==> src/rtl/uart_tx_ctrl.sv <==
// UART transmit sequencer: latches a byte and its parity, then paces load/shift
// strobes to an external TX shift register over start + 8 data + parity + stop bits.
module uart_tx_ctrl #(
    parameter int CLKS_PER_BIT = 868,
    parameter bit PARITY_ODD   = 1'b0
) (
    input  logic       clk,
    input  logic       rst,
    input  logic       tx_start,
    input  logic [7:0] tx_data,
    input  logic       tx_abort,
    output logic       tx_busy,
    output logic       tx_done,
    output logic       sr_load,
    output logic       sr_shift,
    output logic [7:0] sr_din,
    output logic       parity_bit
);

    localparam int CW = (CLKS_PER_BIT > 1) ? $clog2(CLKS_PER_BIT) : 1;
    localparam logic [CW-1:0] BAUD_TC = CW'(CLKS_PER_BIT - 1);
    localparam logic [3:0] LAST_SHIFT = 4'd9;

    typedef enum logic [2:0] {IDLE, LOAD, SEND, STOP, ABORT} state_t;

    state_t        state_reg, state_next;
    logic [CW-1:0] baud_cnt_reg, baud_cnt_next;
    logic [3:0]    shift_cnt_reg, shift_cnt_next;
    logic          busy_reg, busy_next;
    logic          done_reg, done_next;
    logic          load_reg, load_next;
    logic          shift_reg, shift_next;
    logic [7:0]    din_reg, din_next;
    logic          parity_reg, parity_next;

    always_ff @(posedge clk) begin
        if (!rst) begin
            state_reg     <= IDLE;
            baud_cnt_reg  <= '0;
            shift_cnt_reg <= '0;
            busy_reg      <= 1'b0;
            done_reg      <= 1'b0;
            load_reg      <= 1'b0;
            shift_reg     <= 1'b0;
            din_reg       <= 8'h00;
            parity_reg    <= 1'b0;
        end else begin
            state_reg     <= state_next;
            baud_cnt_reg  <= baud_cnt_next;
            shift_cnt_reg <= shift_cnt_next;
            busy_reg      <= busy_next;
            done_reg      <= done_next;
            load_reg      <= load_next;
            shift_reg     <= shift_next;
            din_reg       <= din_next;
            parity_reg    <= parity_next;
        end
    end

    always_comb begin
        state_next     = state_reg;
        baud_cnt_next  = baud_cnt_reg;
        shift_cnt_next = shift_cnt_reg;
        busy_next      = busy_reg;
        done_next      = 1'b0;
        load_next      = 1'b0;
        shift_next     = 1'b0;
        din_next       = din_reg;
        parity_next    = parity_reg;

        case (state_reg)
            IDLE: begin
                if (tx_start && !tx_abort) begin
                    din_next    = tx_data;
                    parity_next = (^tx_data) ^ PARITY_ODD;
                    state_next  = LOAD;
                end
            end
            LOAD: begin
                if (tx_abort) begin
                    state_next = ABORT;
                end else begin
                    load_next      = 1'b1;
                    busy_next      = 1'b1;
                    baud_cnt_next  = '0;
                    shift_cnt_next = '0;
                    state_next     = SEND;
                end
            end
            SEND: begin
                if (tx_abort) begin
                    state_next = ABORT;
                end else if (baud_cnt_reg == BAUD_TC) begin
                    baud_cnt_next = '0;
                    shift_next    = 1'b1;
                    if (shift_cnt_reg == LAST_SHIFT) begin
                        shift_cnt_next = '0;
                        state_next     = STOP;
                    end else begin
                        shift_cnt_next = shift_cnt_reg + 4'd1;
                    end
                end else begin
                    baud_cnt_next = baud_cnt_reg + 1'b1;
                end
            end
            STOP: begin
                if (tx_abort) begin
                    state_next = ABORT;
                end else if (baud_cnt_reg == BAUD_TC) begin
                    baud_cnt_next = '0;
                    done_next     = 1'b1;
                    busy_next     = 1'b0;
                    state_next    = IDLE;
                end else begin
                    baud_cnt_next = baud_cnt_reg + 1'b1;
                end
            end
            ABORT: begin
                // Both strobes together tell the shift register to clear the line.
                load_next      = 1'b1;
                shift_next     = 1'b1;
                busy_next      = 1'b0;
                baud_cnt_next  = '0;
                shift_cnt_next = '0;
                state_next     = IDLE;
            end
            default: state_next = IDLE;
        endcase
    end

    assign tx_busy    = busy_reg;
    assign tx_done    = done_reg;
    assign sr_load    = load_reg;
    assign sr_shift   = shift_reg;
    assign sr_din     = din_reg;
    assign parity_bit = parity_reg;

endmodule

==> config.mk <==
export PLATFORM = sky130hd
export DESIGN_NAME = uart_tx_ctrl
export DESIGN_NICKNAME = d
export VERILOG_FILES = /design/src/rtl/uart_tx_ctrl.sv
export SDC_FILE = /design/constraint.sdc
export NUM_CORES = 1
export LEC_CHECK = 0
export ABC_AREA = 1
export CAP_MARGIN = 30
export CELL_PAD_IN_SITES_DETAIL_PLACEMENT = 1
export CELL_PAD_IN_SITES_GLOBAL_PLACEMENT = 1
export CORE_MARGIN = 4
export CORE_UTILIZATION = 40
export DETAILED_ROUTE_END_ITERATION = 8
export GPL_ROUTABILITY_DRIVEN = 1
export PLACE_DENSITY = 0.92
export SYNTH_ARGS = -nofsm -noshare
export SYNTH_HDL_FRONTEND = slang
export SYNTH_SLANG_ARGS = --single-unit
==> constraint.sdc <==
create_clock -name clk -period 2.02 [get_ports clk]
set_input_delay 0.202 -clock clk [delete_from_list [all_inputs] [get_ports clk]]
set_output_delay 0.202 -clock clk [all_outputs]
set_load 0.05 [all_outputs]
==> metrics.md <==
| Metric | Value |
|---|---|
| Share of post-route cells with drive strength above 1 | 9.89% |
| GRT Overall Usage | 17.8% |
| Leakage | ~0.0008 uW |
| Reg2reg setup slack | roughly 0.52 ns |
| Vias in the first global route | between 1500 and 2000 |
| Fmax | between 0.6 and 0.7 GHz |
| Area Overhead vs Synth | 22.9% |
| CP required | roughly 1.8 ns |
| Register area share after synthesis | 37.2% |
| Reg2Reg Depth | 8 |
| HP Start | tx_busy |
| Final Setup Violations | 0 |
| Root Driver | clkbuf_8 |
| Arrival @ worst endpoint | 1.44 ns |
| Hold/Removal Path Class | flip-flop to flip-flop |
| Placed wire-length estimate | approximately 3200 um |
| Post-synthesis cell count | 233 |
| Chip width | slightly above 70 um |
| Fin crit share | 81.1% |
| Sequence of cells on the critical path | clkdlybuf4s50_1 |
| Layout Nets | roughly 280 |
| Clk slew on worst S/H paths | approximately 0.06 ns |
| Core Util, Final | about 53% |
| Synth top area cells | dfxtp_1 (37%), nand2_1 (11%), nor2_1 (10%) |
| # IOs | 25 |
| WL final | 4060 um |
| Synth Net Count | 248 |
| Final Hold Fails | 0 |
| RSZ-0062 raised after global routing | no |
| DR iter-0 viols | 57 |
| Row cnt | 22 |
| Post-CTS setup buffers | 0 |
| Starting density of the core | 42.8% |
| RePlAce Congestion | 0.791 |
| Top cell type by total area after synthesis | dfxtp_1 |
| Seq cells post-synth | 30 |
| Die area | roughly 0.0051 mm2 |
| Area of the core | 0.00377 mm2 |
| Reg2reg start | baud_cnt_reg[0] |
| Worst skew pair latency | 0.28 ns |
| Yosys top cell area share | between 30 and 40% |
| Critical path buffers and inverters | 1 |
| Slowest CP cell | clkdlybuf4s50_1 |
| Clock Sinks | 30 |
| Crit path kind | flip-flop to output pin |
| Clock skew | 0.00352 ns |
| PwrDens | 1190 mW/mm2 |
| CTS Buffer Depth | 2 |
| Total power | 2360 uW |
| Vias | 1532 |
| Ys Warns | 0 |
| Hold endpoint | tx_busy |
| TritonCTS clock tree | built |
| Startpoint Class | flip-flop |
| Cell Area, Synth | 0.00161 mm2 |
| Global-route wire length before repair | 7220 um |
| Worst vdd ir | approximately 0.00057 V |
| Slew Limit Headroom | 66.0% |
| Tmin final | roughly 1.6 ns |
| DR pass1 iterations | 4 |
| Drt wl/cell | between 10 and 15 um |
| H-tree levels | 2 |
| IO Port Bufs | 24 |
| FF-to-FF End | shift_cnt_reg[2] |
| Max incr delay on CP | 0.81 ns |
| Crit. End Element | output pin |
| Library cells used by synthesis | 31 |
| Resized Gates After CTS | 0 |
| Outcome | completed |
| Crit path max fanout | 2 |
| Synth Area per Inst | 6.93 um2 |
| Post-DRT Antenna Nets | 0 |
| Hold-fix buffers at CTS | 0 |
| Hold path cells | 2 |
| Largest net degree at the start of global routing | 15 |
| Initial antenna violation count | 0 |
| Die height | slightly above 70 um |
| Slew @ Worst Pin | 0.508 ns |
| Drc violations | 0 |
| Slew Limit Fails | 0 |
| Largest register FFs | 10 |
| Global route overflow | 0 |
| N_diodes | 0 |
| Setup TNS | 0 ns |
| Top Family by Delay on Critical Path | buffers and inverters |
| Maxcap violations | 0 |
| Vias/cell | 4.93 |
| Cts bufs inserted | 5 |
kinds of logic (layout without fill, tap and decap cells):
kind of cell	after synthesis	count (layout)	synth area share [%]
xor+xnor	12	12	6.51
buf+inv	28	58	7.29
flops	30	30	37.2
compound gates	26	26	8.91
fa+ha+maj	3	3	2.33
simple gates	134	134	37.8
Yosys cell counts, drive strengths merged:
master and instances:
or2 2, a21oi 11, nand3 18, buf 3
nor2 51, nor3 3, nand2 52, nor3b 2
and2 1, nand3b 2, ha 3, o21ai 14
inv 25, o21bai 1, xnor2 7, xor2 5
nand4 3, dfxtp 30
where the power goes:
group | total [uW] | switching [uW] | internal [uW]
clock | 445 | 208 | 236
sequential | 779 | 83.2 | 696
combinational | 1140 | 759 | 382
per-stage QoR:
stage               hold WS (ns)  cells  instance area (um2)  setup WS [ns]
floorplan                  0.366    233                 1610          0.759
global placement           0.450    304                 1910          0.480
detailed placement         0.465    304                 1910          0.392
CTS                        0.475    311                 1980          0.365
global route               0.506    311                 1980          0.337
finish                     0.469    311                 1980          0.381
how the worst max path moves through the flow:
stage | from | end | slack (ns) | cells after the start
3_3_place_gp | tx_abort | baud_cnt_reg[9] | 0.48 | 7
5_1_grt | sr_din[7] | sr_din[7] | 0.34 | 1
3_5_place_dp | tx_abort | baud_cnt_reg[6] | 0.39 | 7
2_1_floorplan | baud_cnt_reg[0] | shift_cnt_reg[0] | 0.76 | 8
6_report | sr_din[7] | sr_din[7] | 0.38 | 1
4_1_cts | sr_din[7] | sr_din[7] | 0.37 | 1
area by class of cell:
| cell class | instances | area (um2) |
|---|---|---|
| Multi-Input combinational cell | 175 | 896 |
| Fill cell | 489 | 1790 |
| Tap cell | 48 | 60.1 |
| Inverter | 25 | 96.3 |
| Sequential cell | 30 | 601 |
| Timing Repair Buffer | 26 | 255 |
| Clock buffer | 7 | 76.3 |
cells in the final DEF, fill, tap and decap left out, drive strengths merged:
cell type,count
nor2,51
dfxtp,30
o21bai,1
a21oi,11
nor3,3
xnor2,7
clkbuf,7
nor3b,2
xor2,5
or2,2
nand4,3
ha,3
inv,25
o21ai,14
clkdlybuf4s50,24
nand3,18
nand3b,2
and2,1
buf,2
nand2,52
metal layers:
metal / wire (um) / up-vias / GRT usage [%]
met5: 0 / - / 0
met4: 28 / 0 / 6.68
met3: 135 / 4 / 4.63
met2: 2080 / 19 / 31.0
met1: 1820 / 716 / 20.9
li1: - / 793 / -
Power figures use the tool's default switching activity.
